File: src/rtl/pe_ws_ctrl.sv
// Weight-stationary sequencer for one PE: loads a weight stream into the PE
// scratchpad, then replays each weight for a programmed number of activations.
module pe_ws_ctrl #(
   parameter int MEM_ADDR_BITWIDTH = 10,
   parameter int WGT_BITWIDTH      = 8,
   parameter int CNT_BITWIDTH      = 16
) (
   input  logic                         clk,
   input  logic                         reset,
   input  logic                         start,
   input  logic [MEM_ADDR_BITWIDTH-1:0] num_wgt_m1,
   input  logic [CNT_BITWIDTH-1:0]      num_act_m1,
   input  logic                         wgt_valid,
   input  logic [WGT_BITWIDTH-1:0]      wgt_data,
   output logic                         wgt_ready,
   input  logic                         act_valid,
   output logic                         act_ready,
   output logic                         write_req_w_mem,
   output logic [MEM_ADDR_BITWIDTH-1:0] w_addr_w_mem,
   output logic [WGT_BITWIDTH-1:0]      w_data_w_mem,
   output logic                         read_req_w_mem,
   output logic [MEM_ADDR_BITWIDTH-1:0] r_addr_w_mem,
   output logic                         ws_en,
   output logic                         ws_mux,
   output logic                         reset_ws_reg,
   output logic                         reset_reg,
   output logic                         wrt_en_reg,
   output logic                         busy,
   output logic                         done
);

   typedef enum logic [2:0] {
      S_IDLE,
      S_LOAD,
      S_WAIT,
      S_FETCH,
      S_CAPTURE,
      S_STREAM,
      S_DONE
   } state_t;

   state_t state, state_next;

   logic [MEM_ADDR_BITWIDTH-1:0] n_m1;
   logic [CNT_BITWIDTH-1:0]      m_m1;
   logic [MEM_ADDR_BITWIDTH-1:0] wr_cnt;
   logic [MEM_ADDR_BITWIDTH-1:0] wgt_idx;
   logic [CNT_BITWIDTH-1:0]      act_cnt;
   logic                         write_req_q;
   logic [MEM_ADDR_BITWIDTH-1:0] w_addr_q;
   logic [WGT_BITWIDTH-1:0]      w_data_q;
   logic                         clr_q;

   logic act_last;

   // The M-th consumed activation of the current weight (CAPTURE counts too).
   assign act_last = act_valid && (act_cnt == m_m1);

   always_ff @(posedge clk) begin
      if (reset) state <= S_IDLE;
      else       state <= state_next;
   end

   always_comb begin
      state_next     = state;
      wgt_ready      = 1'b0;
      act_ready      = 1'b0;
      read_req_w_mem = 1'b0;
      ws_en          = 1'b0;
      ws_mux         = 1'b0;
      busy           = 1'b1;
      done           = 1'b0;
      case (state)
         S_IDLE: begin
            busy = 1'b0;
            if (start) state_next = S_LOAD;
         end
         S_LOAD: begin
            wgt_ready = 1'b1;
            if (wgt_valid && (wr_cnt == n_m1)) state_next = S_WAIT;
         end
         S_WAIT:  state_next = S_FETCH;
         S_FETCH: begin
            read_req_w_mem = 1'b1;
            state_next     = S_CAPTURE;
         end
         S_CAPTURE, S_STREAM: begin
            act_ready = 1'b1;
            if (state == S_CAPTURE) begin
               ws_en  = 1'b1;
               ws_mux = 1'b1;
            end
            if (act_last)                  state_next = (wgt_idx == n_m1) ? S_DONE : S_FETCH;
            else if (state == S_CAPTURE)   state_next = S_STREAM;
         end
         S_DONE: begin
            done       = 1'b1;
            state_next = S_IDLE;
         end
         default: state_next = S_IDLE;
      endcase
   end

   assign wrt_en_reg = act_valid & act_ready;

   always_ff @(posedge clk) begin
      if (reset) begin
         n_m1        <= '0;
         m_m1        <= '0;
         wr_cnt      <= '0;
         wgt_idx     <= '0;
         act_cnt     <= '0;
         write_req_q <= 1'b0;
         w_addr_q    <= '0;
         w_data_q    <= '0;
         clr_q       <= 1'b0;
      end else begin
         write_req_q <= 1'b0;
         clr_q       <= 1'b0;
         case (state)
            S_IDLE: begin
               if (start) begin
                  n_m1    <= num_wgt_m1;
                  m_m1    <= num_act_m1;
                  wr_cnt  <= '0;
                  wgt_idx <= '0;
                  act_cnt <= '0;
                  clr_q   <= 1'b1;
               end
            end
            S_LOAD: begin
               if (wgt_valid) begin
                  write_req_q <= 1'b1;
                  w_addr_q    <= wr_cnt;
                  w_data_q    <= wgt_data;
                  wr_cnt      <= wr_cnt + 1'b1;
               end
            end
            S_CAPTURE, S_STREAM: begin
               if (act_last) begin
                  act_cnt <= '0;
                  if (wgt_idx != n_m1) wgt_idx <= wgt_idx + 1'b1;
               end else if (act_valid) begin
                  act_cnt <= act_cnt + 1'b1;
               end
            end
            default: ;
         endcase
      end
   end

   assign write_req_w_mem = write_req_q;
   assign w_addr_w_mem    = w_addr_q;
   assign w_data_w_mem    = w_data_q;
   assign r_addr_w_mem    = wgt_idx;
   assign reset_reg       = clr_q;
   assign reset_ws_reg    = clr_q;

endmodule
File: config.mk
export PLATFORM = sky130hd
export DESIGN_NAME = pe_ws_ctrl
export DESIGN_NICKNAME = d
export VERILOG_FILES = /design/src/rtl/pe_ws_ctrl.sv
export SDC_FILE = /design/constraint.sdc
export NUM_CORES = 1
export LEC_CHECK = 0
export CORE_MARGIN = 8
export CORE_UTILIZATION = 45
export DETAILED_ROUTE_END_ITERATION = 8
export DONT_BUFFER_PORTS = 1
export SYNTH_ARGS = -nofsm -noshare
export SYNTH_HDL_FRONTEND = slang
export SYNTH_SLANG_ARGS = --single-unit
File: constraint.sdc
create_clock -name clk -period 3.7 [get_ports clk]
set_input_delay 0.37 -clock clk [delete_from_list [all_inputs] [get_ports clk]]
set_output_delay 0.37 -clock clk [all_outputs]
set_load 0.01 [all_outputs]
# --- Yosys cells after proc, flatten, opt, wreduce, memory -nomap -nowiden ---
# Cells that the tools add are included.
op_classes:
  n_addsub: 3
  n_eq_ne: 17
  n_mux: 25
  n_bitwise: 3
  n_reduce_logical: 14
ops:
  columns: ["operator", "count"]
  rows:
  - ["$mux W16", 3]
  - ["$mux W10", 4]
  - ["$pmux W10 S2", 2]
  - ["$pmux W16 S2", 1]
  - ["$add A10 B1 Y10 const B", 2]
  - ["$eq A10 B10 Y1", 2]
  - ["$add A16 B1 Y16 const B", 1]
  - ["$eq A16 B16 Y1", 1]
  - ["$mux W3", 5]
  - ["$pmux W3 S5", 1]
  - ["$ne A10 B10 Y1", 1]
  - ["$ne A2 B2 Y1 const B", 5]
  - ["$eq A3 B3 Y1 const B", 3]
  - ["$mux W1", 9]
  - ["$reduce_and A3 Y1", 3]
  - ["$eq A3 B2 Y1 const B", 2]
  - ["$ne A3 B3 Y1 const B", 2]
  - ["$reduce_or A2 Y1", 3]
  - ["$reduce_and A2 Y1", 2]
  - ["$reduce_and A4 Y1", 1]
  - ["$reduce_bool A2 Y1", 2]
  - ["$eq A3 B1 Y1 const B", 1]
  - ["$logic_not A3 Y1", 1]
  - ["$logic_and A1 B1 Y1", 2]
  - ["other kinds (2)", 3]
word_totals:
  reg_bits: 85
  inputBits: 39
  output_inout_bits: 39
  elab_cells: 72

# --- Depth between registers and ports, before layout ---
# Gate-level depths: netlist (run 1).
depth:
  word_depth: 4
  mapped_depth: 8
  depth_no_buf: 6

# --- Worst setup path before layout (run 1) ---
# No wires, ideal clock.
synth_path:
  kind: "reg-to-reg"
  start: "register act_cnt[0]"
  end: "register act_cnt[11]"
  arrival_time_ns: 1.871
  slack_ns: 1.714
  stages_incl_launch_ff: 8
  n_path_buf: 1
  synth_period_minus_slack_ns: 1.986
  cell_sequence: "dfxtp_1 xor2_1 nor4_2 nand2_1 o31ai_1 a21o_1 buf_4 nor2_1"
synth_between:
  elab_chain_len: 4
synth_lines:
  columns: ["element", "line", "text"]
  rows:
  - ["start: declaration", "48", "logic [CNT_BITWIDTH-1:0] act_cnt;"]
  - ["start signal: assignment", "144", "act_cnt <= act_cnt + 1'b1;"]
  - ["$add A16 B1 Y16 or $eq A16 B16 Y1 (tied branches)", "144, 57", null]
  - ["$mux W16 or $logic_and A1 B1 Y1 (tied branches)", "143, 57", null]
  - ["$mux W16 or $ne A3 B3 Y1 (tied branches)", null, null]
  - ["$pmux W16 S2 or $reduce_and A3 Y1 (tied branches)", null, null]
# Parallel ways exist; a longest one is shown, timed or not. The select of a mux whose other input is x is not followed.
# A chain may end at the register's enable or synchronous reset.

# --- Worst setup path after layout (run 1) ---
layout_path:
  start: "register state[0]"
  end: "register wr_cnt[7]"
layout_between:
  elab_chain_len: 3
layout_lines:
  columns: ["element", "line", "text"]
  rows:
  - ["start: declaration", "42", "state_t state, state_next;"]
  - ["start signal: assignment", "61", "else state <= state_next;"]
  - ["$eq A3 B1 Y1 or $logic_not A3 Y1 (tied branches)", "120", "case (state)"]
  - ["$ne A2 B2 Y1 (no line) or $reduce_bool A2 Y1 (tied branches)", null, null]
  - ["$reduce_and A3 Y1 (no line)", null, null]
  - ["end signal: assignment", "136", "wr_cnt <= wr_cnt + 1'b1;"]
  - ["end: declaration", "46", "logic [MEM_ADDR_BITWIDTH-1:0] wr_cnt;"]
# Parallel ways exist; a longest one is shown, timed or not.

==> flow_metrics.py, run 1 <==
metrics = {
    "placed_design": {
        "portBuffers": 0,
        "dpl.hpwl_mm": 6.657,
        "dp.cells": 553,
        "gp_congestion": 0.7997,
    },
    "timing": {
        "max_slew_margin": 0.4821,
        "finalSetupViolCount": 0,
        "setup_tns_ns": 0,
        "hold_viol_final": 0,
        "worstMarginPinSlew_ns": 0.7769,
        "rsz0062_at_grt": "false",
        "finalCritPeriodShare": 0.7418,
        "fmax_ghz": 0.3644,
        "skew_ns": 0.01222,
        "period_minus_slack_ns": 2.745,
        "drv_slew": 0,
    },
    "cts": {
        "root_buffer": "clkbuf_8",
        "postCtsHoldBufs": 0,
        "cts_setup_buffers": 0,
        "clkTransAtPathRegs_ns": 0.08,
        "cts_made_buffers": 9,
        "cts_sinks": 85,
        "htree_levels": 3,
        "clock_path_buffers": 2,
        "cts_tree": "yes",
        "cts.repair.resized": 0,
        "worstSkewPairLatency_ns": 0.36,
    },
    "synthesis": {
        "synth_nets": 517,
        "yosys_most_used_dff": "dfxtp_1",
        "syn-cell-area_sq_um": 3856,
        "syn_avg_cell_area_sq_um": 8.118,
        "synth_top_area_share": 0.4413,
        "yosysWarnings": 0,
        "synthCells": 475,
        "yosysTopAreaCell": "dfxtp_1",
        "yosysSeqAreaShare": 0.4413,
        "ys_top_cells_by_count": "109 x nand2_1, 85 x dfxtp_1, 55 x a21oi_1, 43 x nor2_1, 39 x xor2_1",
        "synth_enable_flop_cells": 0,
        "synth_cell_types": 44,
        "synth_area_leaders": "dfxtp_1 44%, nand2_1 11%, xor2_1 8.9%",
        "synth_seq_cells": 85,
        "async_reset_ff_frac": 0,
        "yosysMostFrequentCell": "nand2_1",
    },
    "die": {
        "chipWidth_um": 108.6,
        "rows": 33,
        "die_h_um": 108.6,
        "die_area_sq_um": 11790,
        "ios": 78,
        "core_sq_um": 8258,
        "start_util": 0.4670,
    },
    "hold_path": {
        "hold_depth": 1,
        "hp-class": "in -> reg",
    },
    "global_routing": {
        "first_global_vias": 2945,
        "grt_first_pass_wirelength_mm": 14.79,
        "track_usage": 0.1584,
        "grt_max_degree": 59,
        "antenna_found_initial": 0,
        "grt-ovfl-total": 0,
    },
    "critical_path": {
        "crit_type": "reg -> reg",
        "cp.required_ns": 3.92,
        "path_buf_inv": 0,
        "r2r_cells": 6,
        "end_kind": "flop",
        "slowest_stage": "nor3b_1",
        "crit_fanout": 21,
        "cp_cell_sequence": "nor3b_1, nand2_1, a211oi_1, nand4_1, xor2_1, nor2_1",
        "crit_cells": 6,
        "startpoint_type": "flop",
        "critPathArrivalTime_ns": 2.97,
        "slowest_delay_ns": 0.68,
        "crit_family": "simple AND/OR/NAND/NOR gates",
    },
    "cells_and_area": {
        "fillers": 824,
        "utilization": 0.4956,
        "reg_top3": "act_cnt: 16 flops, m_m1: 16 flops",
        "nets": 501,
        "drive_gt1_frac": 0.05172,
        "n_antenna_cell": 0,
        "fin_cells": 569,
        "area_growth_pct": 6.133,
    },
    "route": {
        "drtPass1Iterations": 5,
        "via_per_inst": 5.427,
        "routedWlPerCell_um": 16.04,
        "num_vias": 3088,
        "drt-initial-drc-count": 124,
        "drc_errors": 0,
        "postRouteWirelength_mm": 9.125,
        "ant_nets": 0,
    },
    "power_and_ir_drop": {
        "internal-power_uw": 1407,
        "ir_drop_uv": 194.2,
        "switching_power_uw": 556.8,
        "comb_power_share": 0.135,
        "seqPwrFrac": 0.514,
        "sw_frac_of_total": 0.2836,
        "p_leak_uw": 0.001503,
        "powerDensity_nw_per_um2": 479.7,
        "pwr-share-clk": 0.350,
    },
    "job": {
        "maxCapViolCount": 0,
    },
    "outcome": {
        "status": "finished clean",
    },
}
final timing paths:
| path | from | end | slack (ns) |
|---|---|---|---|
| hold / removal | reset | m_m1[1] | 0.07 |
| setup reg to reg | state[0] | wr_cnt[7] | 0.96 |
| setup / recovery | state[0] | wr_cnt[7] | 0.96 |
| hold reg to reg | m_m1[0] | m_m1[0] | 0.46 |
power groups by stage:
| stage | registers, uW | logic [uW] | clock network, uW |
|---|---|---|---|
| 2_1_floorplan | 1010 | 234 | 0 |
| 3_3_place_gp | 1030 | 266 | 0 |
| 3_5_place_dp | 1030 | 269 | 0 |
| 4_1_cts | 1010 | 270 | 706 |
| 5_1_grt | 1020 | 302 | 739 |
| 6_report | 1010 | 266 | 688 |
metal layers:
metal / wire (um) / global-route usage
met1: 3872 / 0.1922
met2: 4396 / 0.2594
met3: 741 / 0.04759
met4: 114 / 0.05767
met5: 0 / 0
layout make-up:
type                    instances  area [sq um]  share of cell area
clock buffers                  12         155.1             0.03791
clock inverters                 4         55.05             0.01345
inverters                       5         18.77            0.004586
multi-input cells             355          2008              0.4907
flip-flops and latches         85          1702              0.4158
well taps                     105         131.4             0.03210
repair buffers                  3         22.52            0.005503
worst register-to-register path, delay by kind of cell, from the launching register on:
family	cells	cell delay [ns]
compound gates	1	0.48
xor+xnor	1	0.16
flops	1	0.47
simple gates	4	1.52
cell usage in the layout (no fill, tap or decap), types with 3 or more instances in the layout:
| master | n |
|---|---|
| and2_1 | 4 |
| xnor2_1 | 20 |
| buf_4 | 3 |
| a31oi_1 | 3 |
| nand4b_1 | 3 |
| or4_1 | 4 |
| xor2_1 | 39 |
| a21oi_1 | 55 |
| nor4_1 | 4 |
| clkbuf_8 | 11 |
| o21ai_0 | 5 |
| inv_1 | 5 |
| nor2_1 | 43 |
| and4_1 | 3 |
| o31a_1 | 3 |
| nand3_1 | 7 |
| nand4_1 | 14 |
| ha_1 | 3 |
| dfxtp_1 | 85 |
| nand2_1 | 109 |
| o31ai_1 | 3 |
| or3_1 | 4 |
stage by stage:
step                hold slack (ns)  total power [uW]  area, sq um  setup WS [ns]
floorplan                    0.4478              1246         3856          1.714
global placement             0.4450              1296         3882          1.020
detailed placement           0.4472              1301         3882         0.9735
CTS                         0.06364              1986         4093         0.9596
global route                0.05651              2057         4093         0.6486
finish                      0.07323              1963         4093         0.9554
logic make-up (layout without fill, tap and decap cells):
| group | after synthesis | in the layout | synth area share |
|---|---|---|---|
| AO/OA/AOI/OAI | 79 | 79 | 0.1171 |
| XOR/XNOR | 59 | 59 | 0.1340 |
| adder cells (fa/ha/maj) | 3 | 3 | 0.009735 |
| buffers and inverters | 35 | 24 | 0.03796 |
| flip-flops | 85 | 85 | 0.4413 |
| multiplexers | 2 | 2 | 0.005192 |
| AND/OR/NAND/NOR | 212 | 212 | 0.2547 |
No activity file was read; power rests on OpenSTA's default activity.
==> run 2, diff against run 1 <==
==> constraint.sdc (replaced) <==
create_clock -name clk -period 2.3 [get_ports clk]
set_input_delay 0.23 -clock clk [delete_from_list [all_inputs] [get_ports clk]]
set_output_delay 0.23 -clock clk [all_outputs]
set_load 0.01 [all_outputs]
==> run 2 against run 1 <==
  * Non-clock buffer count up 53
  * Flip-flop and latch count unchanged
  * Final area up 12%
  * Worst hold slack worse by 0.055 ns
  * Total power up 68%
  * Via count up 6.4%
  * Register-to-register slack worse by 0.87 ns
  * Critical endpoint is now r_addr_w_mem[6]
==> flow_metrics.py, run 2 (synthesis gave the netlist of run 1 again) <==
metrics = {
    "global_routing": {
        "first_global_vias": 3132,
        "track_usage": 0.1720,
        "grt-ovfl-total": 0,
        "grt_first_pass_wirelength_mm": 15.84,
        "antenna_found_initial": 0,
        "grt_max_degree": 55,
        "top_usage_layer": "met2",
        "grtUsageMet3": 0.04521,
        "grt_use_met1": 0.2062,
        "met2_usage": 0.2855,
    },
    "power_and_ir_drop": {
        "power_uw": 3289,
        "p_leak_uw": 0.001756,
        "powerDensity_nw_per_um2": 718.1,
        "ir_drop_uv": 305.6,
    },
    "cells_and_area": {
        "layout_common_cells": "109 x nand2_1, 85 x dfxtp_1, 55 x a21oi_1, 43 x nor2_1, 39 x xor2_1",
        "utilization": 0.5545,
        "drive_gt1_frac": 0.09671,
        "reg_top3": "act_cnt: 16 flops, m_m1: 16 flops",
        "seq_area_sq_um": 1702,
        "final_common_cell": "nand2_1",
        "nets": 554,
        "final_cell_area_sq_um": 4579,
        "area_growth_pct": 18.75,
        "n_antenna_cell": 0,
        "multi_input_area_sq_um": 2018,
        "fillers": 773,
    },
    "timing": {
        "worstMarginPinSlew_ns": 0.5500,
        "skew_ns": 0.01172,
        "layout_setup_ws_ns": 0.08594,
        "max_slew_margin": 0.6325,
        "period_minus_slack_ns": 2.214,
        "finalSetupViolCount": 0,
        "hold_viol_final": 0,
        "drv_slew": 0,
        "finalCritPeriodShare": 0.9626,
        "rsz0062_at_grt": "true",
        "fmax_ghz": 0.4517,
    },
    "route": {
        "drt-initial-drc-count": 157,
        "postRouteWirelength_mm": 9.935,
        "routedWlPerCell_um": 15.97,
        "num_vias": 3286,
        "via_per_inst": 5.283,
        "drtPass1Iterations": 4,
        "ant_nets": 0,
        "drc_errors": 0,
    },
    "critical_path": {
        "cp.required_ns": 2.56,
        "crit_fanout": 11,
        "startpoint_type": "flop",
        "critPathArrivalTime_ns": 2.48,
        "crit_type": "reg -> reg",
        "r2r_cells": 6,
        "end_kind": "flop",
        "r2r-end": "r_addr_w_mem[6]",
        "r2r-start": "act_cnt[2]",
        "r2r_slack_ns": 0.09,
    },
    "die": {
        "die_area_sq_um": 11790,
        "core_sq_um": 8258,
        "start_util": 0.4670,
        "chipWidth_um": 108.6,
        "ios": 78,
        "rows": 33,
        "die_h_um": 108.6,
    },
    "cts": {
        "root_buffer": "clkbuf_8",
        "cts_tree": "yes",
        "cts_sinks": 85,
        "cts_made_buffers": 9,
        "clkTransAtPathRegs_ns": 0.09,
        "worstSkewPairLatency_ns": 0.37,
        "htree_levels": 3,
        "clock_path_buffers": 2,
    },
    "hold_path": {
        "hold_end": "m_m1[8]",
        "hold_depth": 2,
        "hp-start": "num_act_m1[8]",
        "hp-class": "in -> reg",
    },
    "placed_design": {
        "dpl.hpwl_mm": 6.933,
        "portBuffers": 0,
        "gp_congestion": 0.8582,
        "post-place-ws_ns": 0.09852,
        "place_area_sq_um": 4040,
    },
    "job": {
        "maxCapViolCount": 0,
    },
    "outcome": {
        "status": "finished clean",
    },
}
run 2: cell types whose count changed in the layout (fill, tap and decap cells not counted), sizes merged:
cell,before,now
buf,3,26
clkbuf,12,9
dlygate4sd3,0,30
inv,6,9
run 2: timing repair:
| item | CTS | global route |
|---|---|---|
| hold buffers | 31 | 0 |
| endpoints found under the hold margin | 54 | 0 |
| setup buffers | 0 | 1 |
| endpoints found under the setup margin | 0 | 8 |
| gates resized for setup | 0 | 3 |
run 2: worst max-delay path, stage by stage (launching register included):
cell,delay (ns)
dfxtp_1,0.37
xor2_1,0.19
nor4_2,0.28
nand4_1,0.22
o31a_4,0.38
or4_1,0.55
mux2i_1,0.14
run 2: layer usage:
metal	up-vias	share of wire
li1	1669	-
met5	-	0
met1	1522	0.44
met3	11	0.067
met2	84	0.48
met4	0	0.016
run 2: worst max path at each step:
stage	from	end	slack [ns]	depth (start not counted)
after global placement	act_cnt[0]	r_addr_w_mem[6]	0.14	6
after CTS	act_cnt[2]	r_addr_w_mem[6]	0.07	6
after global routing	act_cnt[2]	r_addr_w_mem[6]	-0.03	6
after floorplan	act_cnt[0]	act_cnt[11]	0.31	7
after detailed placement	act_cnt[2]	r_addr_w_mem[6]	0.1	6
final	act_cnt[2]	r_addr_w_mem[6]	0.09	6
run 2: area by class of cell:
class / instances / share of cell area
multi-input combinational: 355 / 0.4407
sequential: 85 / 0.3716
timing repair buffer: 56 / 0.1109
tap: 105 / 0.02869
clock buffer: 9 / 0.02705
clock inverter: 7 / 0.01694
inverter: 5 / 0.004098
run 2: power by group:
group,switching [uW],total [uW],internal [uW]
registers,80.6,1620,1540
clock network,595,1110,516
logic,318,556,237
total,994,3290,2290
run 2: stage by stage:
stage	setup TNS, ns	hold WS, ns	cells
global placement	0	0.3065	574
floorplan	0	0.3660	475
finish	0	0.01862	622
global route	-0.06606	0.01076	622
CTS	0	0.007027	621
detailed placement	0	0.3087	574
==> run 3, diff against run 2 <==
--- a/config.mk
+++ b/config.mk
@@ -9,6 +9,7 @@
 export CORE_UTILIZATION = 45
 export DETAILED_ROUTE_END_ITERATION = 8
 export DONT_BUFFER_PORTS = 1
+export SKIP_LAST_GASP = 1
 export SYNTH_ARGS = -nofsm -noshare
 export SYNTH_HDL_FRONTEND = slang
 export SYNTH_SLANG_ARGS = --single-unit
==> constraint.sdc (replaced) <==
create_clock -name clk -period 2.1 [get_ports clk]
set_input_delay 0.21 -clock clk [delete_from_list [all_inputs] [get_ports clk]]
set_output_delay 0.21 -clock clk [all_outputs]
set_load 0.01 [all_outputs]
==> run 3 against run 2 <==
  * Die area did not move
  * Clock skew fell by 0.0024 ns
  * First-iteration DRC count shrank 3.8%
  * Count of clock-buffer cells in the layout is the same
  * Total power up 5.7%
  * Final cell count rose by 1.9%
  * Clock power shrank 5%
  * Register-to-register slack lost 0.06 ns
  * Utilization rose by 1.3 points
  * Critical path type unchanged
==> flow_metrics.py, run 3 (synthesis gave the netlist of run 1 again) <==
metrics = {
    "cts": {
        "htree_levels": 3,
        "worstSkewPairLatency_ns": 0.35,
        "cts_made_buffers": 9,
        "clock_path_buffers": 2,
        "cts_sinks": 85,
        "root_buffer": "clkbuf_8",
        "clkTransAtPathRegs_ns": 0.09,
        "cts_tree": "yes",
    },
    "die": {
        "die_area_sq_um": 11790,
        "core_sq_um": 8258,
        "chipWidth_um": 108.6,
        "die_h_um": 108.6,
        "ios": 78,
        "start_util": 0.4670,
        "rows": 33,
    },
    "placed_design": {
        "portBuffers": 0,
        "dpl.hpwl_mm": 7.177,
        "gp_congestion": 0.8501,
    },
    "cells_and_area": {
        "layout_common_cells": "109 x nand2_1, 84 x dfxtp_1, 53 x a21oi_1, 42 x nor2_1, 39 x xor2_1",
        "nets": 566,
        "drive_gt1_frac": 0.1304,
        "area_growth_pct": 21.48,
        "final_common_cell": "nand2_1",
        "utilization": 0.5673,
        "multi_input_area_sq_um": 2044,
        "reg_top3": "act_cnt: 16 flops, m_m1: 16 flops",
        "n_antenna_cell": 0,
        "seq_area_sq_um": 1703,
        "fillers": 769,
    },
    "route": {
        "via_per_inst": 5.382,
        "routedWlPerCell_um": 16.29,
        "postRouteWirelength_mm": 10.33,
        "drtPass1Iterations": 4,
        "drc_errors": 0,
        "num_vias": 3412,
        "drt-initial-drc-count": 151,
        "ant_nets": 0,
    },
    "power_and_ir_drop": {
        "powerDensity_nw_per_um2": 742.1,
        "power_uw": 3476,
        "p_leak_uw": 0.001817,
        "ir_drop_uv": 496.5,
    },
    "global_routing": {
        "met2_usage": 0.3091,
        "grt_max_degree": 55,
        "track_usage": 0.1776,
        "antenna_found_initial": 0,
        "first_global_vias": 3314,
        "grt_first_pass_wirelength_mm": 16.55,
        "grtUsageMet3": 0.04462,
        "top_usage_layer": "met2",
        "grt-ovfl-total": 0,
        "grt_use_met1": 0.2071,
    },
    "critical_path": {
        "slowest_delay_ns": 0.56,
        "startpoint_type": "flop",
        "path_buf_inv": 0,
        "critPathArrivalTime_ns": 2.33,
        "crit_family": "simple AND/OR/NAND/NOR gates",
        "crit_type": "reg -> reg",
        "crit_fanout": 8,
        "cp.required_ns": 2.35,
        "end_kind": "flop",
        "cp_cell_sequence": "xor2_1, nor4_2, nand2_1, o31a_1, or4_1, mux2i_1",
        "slowest_stage": "or4_1",
    },
    "timing": {
        "skew_ns": 0.009350,
        "period_minus_slack_ns": 2.079,
        "finalSetupViolCount": 0,
        "setup_tns_ns": 0,
        "drv_slew": 0,
        "whs_ns": 0.01042,
        "max_slew_margin": 0.6213,
        "fmax_ghz": 0.4811,
        "finalCritPeriodShare": 0.9898,
        "rsz0062_at_grt": "true",
        "hold_viol_final": 0,
        "worstMarginPinSlew_ns": 0.5669,
    },
    "job": {
        "maxCapViolCount": 0,
    },
    "hold_path": {
        "hp-class": "in -> reg",
    },
    "outcome": {
        "status": "finished clean",
    },
}
-- run 3: changes by cell type in the layout (fill, tap and decap cells not counted), sizes merged --
| cell | previous run | this run |
|---|---|---|
| buf | 26 | 38 |
| clkinv | 1 | 4 |
| inv | 9 | 7 |
| bufinv | 1 | 0 |
-- run 3: area by class of cell --
| type | instances | area share |
|---|---|---|
| Clock buffer | 9 | 0.02644 |
| Clock inverter | 7 | 0.01042 |
| Inverter | 5 | 0.004006 |
| Multi-Input combinational cell | 355 | 0.4364 |
| Sequential cell | 85 | 0.3635 |
| Tap cell | 105 | 0.02804 |
| Timing Repair Buffer | 68 | 0.1311 |
-- run 3: worst paths after layout --
check / start / endpoint / slack, ns / cells after the start
worst max-delay path: act_cnt[0] / r_addr_w_mem[6] / 0.02 / 6
worst min register to register: m_m1[12] / m_m1[12] / 0.48 / 2
worst min-delay path: num_act_m1[8] / m_m1[8] / 0.01 / 2
worst max register to register: act_cnt[0] / r_addr_w_mem[6] / 0.02 / 6
-- run 3: what timing repair did --
item                       4_1_cts  5_1_grt
setup buffers                    0        2
hold endpoints to repair        54        1
gates resized for setup          0       10
setup endpoints to repair        0       25
hold buffers                    30        1
-- run 3: routing by layer --
layer	part of all wire	routed length, um
met3	0.061	632
met5	0	0
met2	0.50	5170
met4	0.017	175
met1	0.42	4353
-- run 3: through the flow --
| stage | area [sq um] | std cells | setup slack (ns) |
|---|---|---|---|
| 2_1_floorplan | 3856 | 475 | 0.1140 |
| 3_3_place_gp | 4123 | 585 | 0.06192 |
| 3_5_place_dp | 4123 | 585 | 0.01759 |
| 4_1_cts | 4606 | 631 | 0.001327 |
| 5_1_grt | 4684 | 634 | -0.1134 |
| 6_report | 4684 | 634 | 0.02147 |
-- run 3: where the power goes --
part | switching [uW] | internal (uW)
Sequential | 84.5 | 1690
Clock | 618 | 434
Combinational | 365 | 285
Total | 1070 | 2410
-- run 3: worst reg2reg max path, cell delays in order (launching register included) --
cell and delay, ns:
dfxtp_1 0.33, xor2_1 0.17, nor4_2 0.29, nand2_1 0.12, o31a_1 0.38, or4_1 0.56
mux2i_1 0.13
